$ cat config.mk
export PLATFORM = sky130hd
export DESIGN_NAME = stream_msg_gen
export DESIGN_NICKNAME = d
export VERILOG_FILES = /design/src/rtl/stream_msg_gen.sv
export SDC_FILE = /design/constraint.sdc
export NUM_CORES = 1
export LEC_CHECK = 0
export ABC_CLOCK_PERIOD_IN_PS = 5200
export BUFFER_PORTS_ARGS = -buffer_cell sky130_fd_sc_hd__buf_2
export CAP_MARGIN = 20
export CORE_ASPECT_RATIO = 1.75
export CORE_MARGIN = 2
export CORE_UTILIZATION = 35
export DETAILED_ROUTE_END_ITERATION = 10
export PLACE_DENSITY = 0.54
export SETUP_SLACK_MARGIN = 0.15
export SLEW_MARGIN = 25
export SYNTH_ARGS = -nofsm -noshare
export SYNTH_HDL_FRONTEND = slang
export SYNTH_SLANG_ARGS = --single-unit
$ cat constraint.sdc
create_clock -name clk -period 5.2 [get_ports clk]
set_clock_uncertainty 0.05 [all_clocks]
set_input_delay 0.78 -clock clk [delete_from_list [all_inputs] [get_ports clk]]
set_output_delay 0.78 -clock clk [all_outputs]
set_load 0.03 [all_outputs]
$ cat src/rtl/stream_msg_gen.sv
// Val/rdy message source: takes one (base, stride, count) command and emits
// base, base+stride, ... for count messages, flagging the final one with last.
module stream_msg_gen #(
  parameter int p_msg_nbits = 32,
  parameter int p_cnt_nbits = 16
) (
  input  logic                   clk,
  input  logic                   reset,
  input  logic                   cfg_val,
  output logic                   cfg_rdy,
  input  logic [p_msg_nbits-1:0] cfg_base,
  input  logic [p_msg_nbits-1:0] cfg_stride,
  input  logic [p_cnt_nbits-1:0] cfg_count,
  output logic                   ostream_val,
  input  logic                   ostream_rdy,
  output logic [p_msg_nbits-1:0] ostream_msg,
  output logic                   ostream_last,
  output logic                   busy
);

  typedef enum logic {IDLE, SEND} state_t;

  localparam logic [p_cnt_nbits-1:0] CntOne = p_cnt_nbits'(1);
  localparam logic [p_cnt_nbits-1:0] CntTwo = p_cnt_nbits'(2);

  state_t                 state_q;
  logic [p_msg_nbits-1:0] cur_q, cur_d;
  logic [p_msg_nbits-1:0] step_q;
  logic [p_cnt_nbits-1:0] rem_q, rem_d;
  logic                   rdy_q, val_q, last_q, busy_q;
  logic                   cfgFire, outFire;

  assign cfgFire = cfg_val && rdy_q;
  assign outFire = val_q && ostream_rdy;

  always_comb begin
    cur_d = cur_q + step_q;
    rem_d = rem_q - CntOne;
  end

  // Every output is a flop; each transition sets the flags the next state needs.
  always_ff @(posedge clk) begin
    if (!reset) begin
      state_q <= IDLE;
      cur_q   <= '0;
      step_q  <= '0;
      rem_q   <= '0;
      rdy_q   <= 1'b0;
      val_q   <= 1'b0;
      last_q  <= 1'b0;
      busy_q  <= 1'b0;
    end else begin
      case (state_q)
        IDLE: begin
          rdy_q <= 1'b1;
          if (cfgFire && (cfg_count != '0)) begin
            state_q <= SEND;
            cur_q   <= cfg_base;
            step_q  <= cfg_stride;
            rem_q   <= cfg_count;
            rdy_q   <= 1'b0;
            val_q   <= 1'b1;
            busy_q  <= 1'b1;
            last_q  <= (cfg_count == CntOne);
          end
        end
        SEND: begin
          if (outFire) begin
            cur_q <= cur_d;
            rem_q <= rem_d;
            if (rem_q == CntOne) begin
              state_q <= IDLE;
              rdy_q   <= 1'b1;
              val_q   <= 1'b0;
              busy_q  <= 1'b0;
              last_q  <= 1'b0;
            end else begin
              last_q <= (rem_q == CntTwo);
            end
          end
        end
        default: state_q <= IDLE;
      endcase
    end
  end

  assign cfg_rdy      = rdy_q;
  assign ostream_val  = val_q;
  assign ostream_msg  = cur_q;
  assign ostream_last = last_q;
  assign busy         = busy_q;

endmodule
# Yosys cells after proc, flatten, opt, wreduce, memory -nomap -nowiden
# Index checks and enable logic that the tools add are counted.
[word_totals]
reg_bits = 84
out_inout_bits = 36
[classes]
n_addsub = 2
eq_ne = 6
n_mux = 22
n_bitwise = 1
reduce_logical = 8
[ops]
columns = ["op", "count"]
rows = [
  ["$mux W32", 2],
  ["$pmux W32 S2", 1],
  ["$add A32 B32 Y32", 1],
  ["$eq A16 B1 Y1 const B", 2],
  ["$mux W16", 2],
  ["$pmux W16 S2", 1],
  ["$eq A16 B2 Y1 const B", 1],
  ["$reduce_bool A16 Y1", 1],
  ["$sub A16 B1 Y16 const B", 1],
  ["$mux W1", 12],
  ["$pmux W1 S2", 4],
  ["$reduce_and A2 Y1", 3],
  ["$ne A2 B1 Y1 const B", 2],
  ["$logic_and A1 B1 Y1", 3],
  ["$reduce_and A3 Y1", 1],
  ["$ne A2 B2 Y1 const B", 1],
  ["$not A1 Y1", 1],
]

# Longest topological paths before layout
[logic_depth]
depth_word = 4
mapped_depth = 10
mapped_depth_nobuf = 10

# Worst setup path after synthesis
# OpenSTA, ideal clock, no wires.
[synth_timing]
path_kind = "register to register"
startpoint = "register cur_q[0], in the netlist ostream_msg[0]"
endpoint = "register cur_q[20], in the netlist ostream_msg[20]"
setup_time_ns = 0.136
t_arrival_ns = 2.680
setup_slack_ns = 2.333
path_stages_with_launch = 11
n_path_buf = 0
synth_period_minus_slack_ns = 2.867
path_cell_list = "dfxtp_1 ha_1 fa_1 a21o_1 a31o_1 nor3b_1 or2_4 a311o_1 a21oi_2 xor2_1 a31oi_1"
[synth_via]
elab_chain_len = 3
[synth_rtl]
columns = ["element", "line", "text"]
rows = [
  ["start, declared", "27", "logic [p_msg_nbits-1:0] cur_q, cur_d;"],
  ["start signal, assigned", "58", "cur_q <= cfg_base;"],
  ["start signal, assigned", "69", "cur_q <= cur_d;"],
  ["$add A32 B32 Y32", "37", "cur_d = cur_q + step_q;"],
  ["$mux W32", "68", "if (outFire) begin"],
  ["$pmux W32 S2", "53", "case (state_q)"],
]
# Every way passes these cells. The select of a mux whose other input is x is not followed.
# A chain may end at the register's enable or synchronous reset.

# Worst setup path after layout
[layout_timing]
startpoint = "input port cfg_count[7]"
endpoint = "register cur_q[31], in the netlist ostream_msg[31]"
[layout_via]
elab_chain_len = 4
[layout_rtl]
columns = ["element", "line", "text"]
rows = [
  ["start, declared", "13", "input logic [p_cnt_nbits-1:0] cfg_count,"],
  ["$reduce_bool A16 Y1", "56", "if (cfgFire && (cfg_count != '0)) begin"],
  ["$logic_and A1 B1 Y1", "56", ""],
  ["$ne A2 B2 Y1 (no line)", "--", ""],
  ["$reduce_and A2 Y1 (no line)", "--", ""],
]
# Every way passes these cells.

==> out/results.md <==
| Metric | This run | Unit |
| --- | --- | --- |
| Category of the most critical setup path | input pin to flip-flop | - |
| Endpoint kind of the worst setup timing path | flip-flop | - |
| Number of standard cells after synthesis | 734 | - |
| Insertion delay of the later-clocked pin in the worst-skew pair | 350 | ps |
| Arrival @ worst endpoint | 3230 | ps |
| Number of buffers inserted by port buffering | 119 | - |
| EDFF count, synth | 0 | - |
| Total of fill cells in the finished design | 1569 | - |
| Initial antenna violation count | 0 | - |
| Detail Placement HPWL | 12200 | microns |
| Fraction of final layout cells with drive strength greater than 1 | 18.1 | % |
| Total number of vias | 5553 | - |
| Total I/O pin count | 120 | - |
| Initial core utilization | 35.9 | % |
| Instance area at placement | 6080 | sq um |
| Compound-cell area share of the yosys netlist | 25.5 | % |
| H-tree level count | 3 | - |
| Number of global-route vias before repair | 5661 | - |
| Transition time at the pin with the least slew margin | 800 | ps |
| Post-detailed-route wirelength per cell | 16.5 | microns |
| Router iterations before antenna repair | 4 | - |
| Core area | 14900 | sq um |
| Commonest cells in the netlist | 167 x sky130_fd_sc_hd__nand2_1, 105 x sky130_fd_sc_hd__a21oi_1, 84 x sky130_fd_sc_hd__dfxtp_1, 51 x sky130_fd_sc_hd__nor2_1, 37 x sky130_fd_sc_hd__clkbuf_1 | - |
| Root buf cell | sky130_fd_sc_hd__clkbuf_16 | - |
| WL met2 | 8900 | microns |
| Gpl congestion | 0.894 | - |
| Uppermost layer routed | met4 | - |
| Clock tree from TritonCTS | built | - |
| Area of the mapped netlist | 5360 | sq um |
| Total DRC errors in the routed layout | 0 | - |
| Maximum root-to-sink buffer count | 2 | - |
| Sequential cell area fraction in the yosys report | 31.4 | % |
| Max VDD drop | 0.159 | mV |
| Grt total ovfl | 0 | - |
| Max Slew Vio Count | 0 | - |
| Cell Pwr Density | 322 | nW/um^2 |
| Standby leakage power | 2.74 | nW |
| Floorplan die height | 168 | microns |
| Area Growth Syn to Fin | 18.8 | % |
| Data required, critical path | 5440 | ps |
| Final Routed Wirelength | 16800 | microns |
| Portion of synthesized cell area occupied by the leading cell type | 31.4 | % |
| Gates resized, CTS repair | 0 | - |
| Period minus WS final | 2990 | ps |
| Mux share of post-synthesis cell area | 2.24 | % |
| Combined global-route utilization of all metal layers | 20.4 | % |
| Clock slew seen by the registers of the worst setup and hold paths | 70 | ps |
| Ratio of final minimum period to clock period | 57.5 | % |
| Post-synthesis sequential element count | 84 | - |
| Met3 wire length | 648 | microns |
| Final antenna diode count | 0 | - |
| Largest net degree at the start of global routing | 61 | - |
| Floorplan die area | 16300 | sq um |
| Top flip-flop cell by instance count after synthesis | sky130_fd_sc_hd__dfxtp_1 | - |
| Post-synth net total | 853 | - |
| Highest fanout seen on the critical path | 30 | - |
| Startpoint Class | input pin | - |
| Relative slew slack | 46.6 | % |
| Avg Cell Area, Syn | 7.30 | sq um |
| Share of synthesized flip-flops with an asynchronous set or reset | 0 | % |
| Yosys synthesis warning count | 0 | - |
| Post-layout nets | 948 | - |
| Via density | 5.46 | - |
| Leading area contributor after synthesis | sky130_fd_sc_hd__dfxtp_1 | - |
| Area share of xor/xnor cells in the synthesized design | 4.25 | % |
| Cts hold-fix bufs | 0 | - |
| Reg-to-reg slack, setup | 2220 | ps |
| CTS buffer count | 9 | - |
| Fmax | 0.335 | GHz |
| Met1 Wirelength | 6820 | microns |
| Worst Reg-to-Reg Cells | 10 | - |
| RSZ-0062 raised after global routing | no | - |
| Residual antenna-violating net count after detailed routing | 0 | - |
| Cell with the most instances after synthesis | sky130_fd_sc_hd__nand2_1 | - |
| Std cell rows | 59 | - |
| Max Cap Viol | 0 | - |
| Library cells used by synthesis | 62 | - |
| Layout Cell Area excl Fill | 6360 | sq um |
| Synthesized-area fraction occupied by and/or/nand/nor cells | 24.6 | % |
| Hold Fails Final Rpt | 0 | - |
| Total setup violations reported at the end of the flow | 0 | - |
| CTS sink count | 84 | - |
| Depth of the worst hold-timing path | 2 | - |
| Horizontal die dimension | 97.5 | microns |
| Global-route wire length before repair | 27300 | microns |
| Post-layout power | 2.05 | mW |
| Main combinational cell family by area after synthesis | compound AO/OA/AOI/OAI gates | - |
| Post-CTS Repair Setup Buffers | 0 | - |
| Type of the worst min-delay path | flip-flop to flip-flop | - |
| Outcome | completed | - |
| Area contributors post-synth | sky130_fd_sc_hd__dfxtp_1 31%, sky130_fd_sc_hd__nand2_1 12%, sky130_fd_sc_hd__a21oi_1 9.8% | - |
| Adder and majority cell fraction of the synthesized area | 8.32 | % |
| End-of-flow core utilization | 42.7 | % |
| Setup TNS | 0 | ps |
| DRC marker count from the first detailed-route iteration | 169 | - |
-- where the power goes --
group / switching [mW] / internal [mW]
Sequential: 0.0606 / 0.708
Clock: 0.288 / 0.340
Combinational: 0.416 / 0.235
-- logic make-up (layout without fill, tap and decap cells) --
family	Yosys count	after routing
flops	84	84
buf+inv	51	151
xor+xnor	26	26
simple gates	300	300
compound gates	226	226
mux	12	12
fa+ha+maj	35	35
-- cell usage in the layout (no fill, tap or decap), types with 3 or more instances in the layout --
master,synthesis,routed
sky130_fd_sc_hd__and3_1,6,6
sky130_fd_sc_hd__inv_1,10,9
sky130_fd_sc_hd__nor4_1,8,8
sky130_fd_sc_hd__a31oi_1,14,14
sky130_fd_sc_hd__nand3_1,22,22
sky130_fd_sc_hd__nor2_1,51,51
sky130_fd_sc_hd__clkbuf_16,0,9
sky130_fd_sc_hd__nand2_1,167,166
sky130_fd_sc_hd__o21bai_1,6,6
sky130_fd_sc_hd__o31ai_1,4,4
sky130_fd_sc_hd__or4_1,4,4
sky130_fd_sc_hd__a211oi_1,17,17
sky130_fd_sc_hd__and2_1,3,3
sky130_fd_sc_hd__xnor2_1,15,15
sky130_fd_sc_hd__buf_4,1,5
sky130_fd_sc_hd__o21ai_1,19,18
sky130_fd_sc_hd__a21oi_1,105,105
sky130_fd_sc_hd__or3_1,3,3
sky130_fd_sc_hd__nand2b_1,3,3
sky130_fd_sc_hd__nor3_1,11,11
sky130_fd_sc_hd__nand4_1,8,8
sky130_fd_sc_hd__mux2i_1,12,12
sky130_fd_sc_hd__o21ai_0,16,16
sky130_fd_sc_hd__buf_2,1,119
sky130_fd_sc_hd__nor3b_1,3,3
sky130_fd_sc_hd__dfxtp_1,84,83
sky130_fd_sc_hd__xor2_1,11,11
sky130_fd_sc_hd__o21a_1,4,3
sky130_fd_sc_hd__o211ai_1,6,6
sky130_fd_sc_hd__a21o_1,9,9
sky130_fd_sc_hd__ha_1,34,34
-- per-stage QoR --
step                      instances  hold slack (ps)  worst slack, ps
after global routing           1017              438             2070
after CTS                      1017              412             2200
after floorplan                 734              390             2330
after global placement         1001              399             1870
after detailed placement       1001              404             1850
final                          1017              411             2210
-- area by class of cell --
cell class | count | area [sq um] | area share, %
clock buffers | 10 | 239 | 3.76
clock inverters | 6 | 46.3 | 0.727
repair buffers | 124 | 633 | 9.95
multi-input cells | 599 | 3490 | 54.9
well taps | 183 | 229 | 3.60
flip-flops and latches | 84 | 1680 | 26.4
inverters | 11 | 41.3 | 0.649
-- sequential cells by signal (all words and copies together) (netlist names) --
signal        count
busy              1
cfg_rdy           1
ostream_last      1
ostream_msg      32
rem_q            16
state_q           1
step_q           32
-- path summary, 6_finish.rpt --
path / start / endpoint
hold reg to reg: step_q[26] / step_q[26]
setup reg to reg: ostream_msg[0] / ostream_msg[20]
setup / recovery: cfg_count[7] / ostream_msg[31]
hold / removal: step_q[26] / step_q[26]
-- per-layer routing --
metal | track usage, % | vias up
li1 | - | 2817
met2 | 39.0 | 131
met3 | 2.63 | 27
met5 | 0 | -
met4 | 8.82 | 0
met1 | 22.2 | 2578
-- critical path, stage by stage --
cell and delay (ps):
sky130_fd_sc_hd__buf_2 100, sky130_fd_sc_hd__nor4_1 420, sky130_fd_sc_hd__nand4_1 270, sky130_fd_sc_hd__o21a_2 470
sky130_fd_sc_hd__nor2_2 720, sky130_fd_sc_hd__a21oi_1 150, sky130_fd_sc_hd__o21ai_0 170, sky130_fd_sc_hd__a211o_1 120
Note: power is estimated with default switching activity, not from simulation.
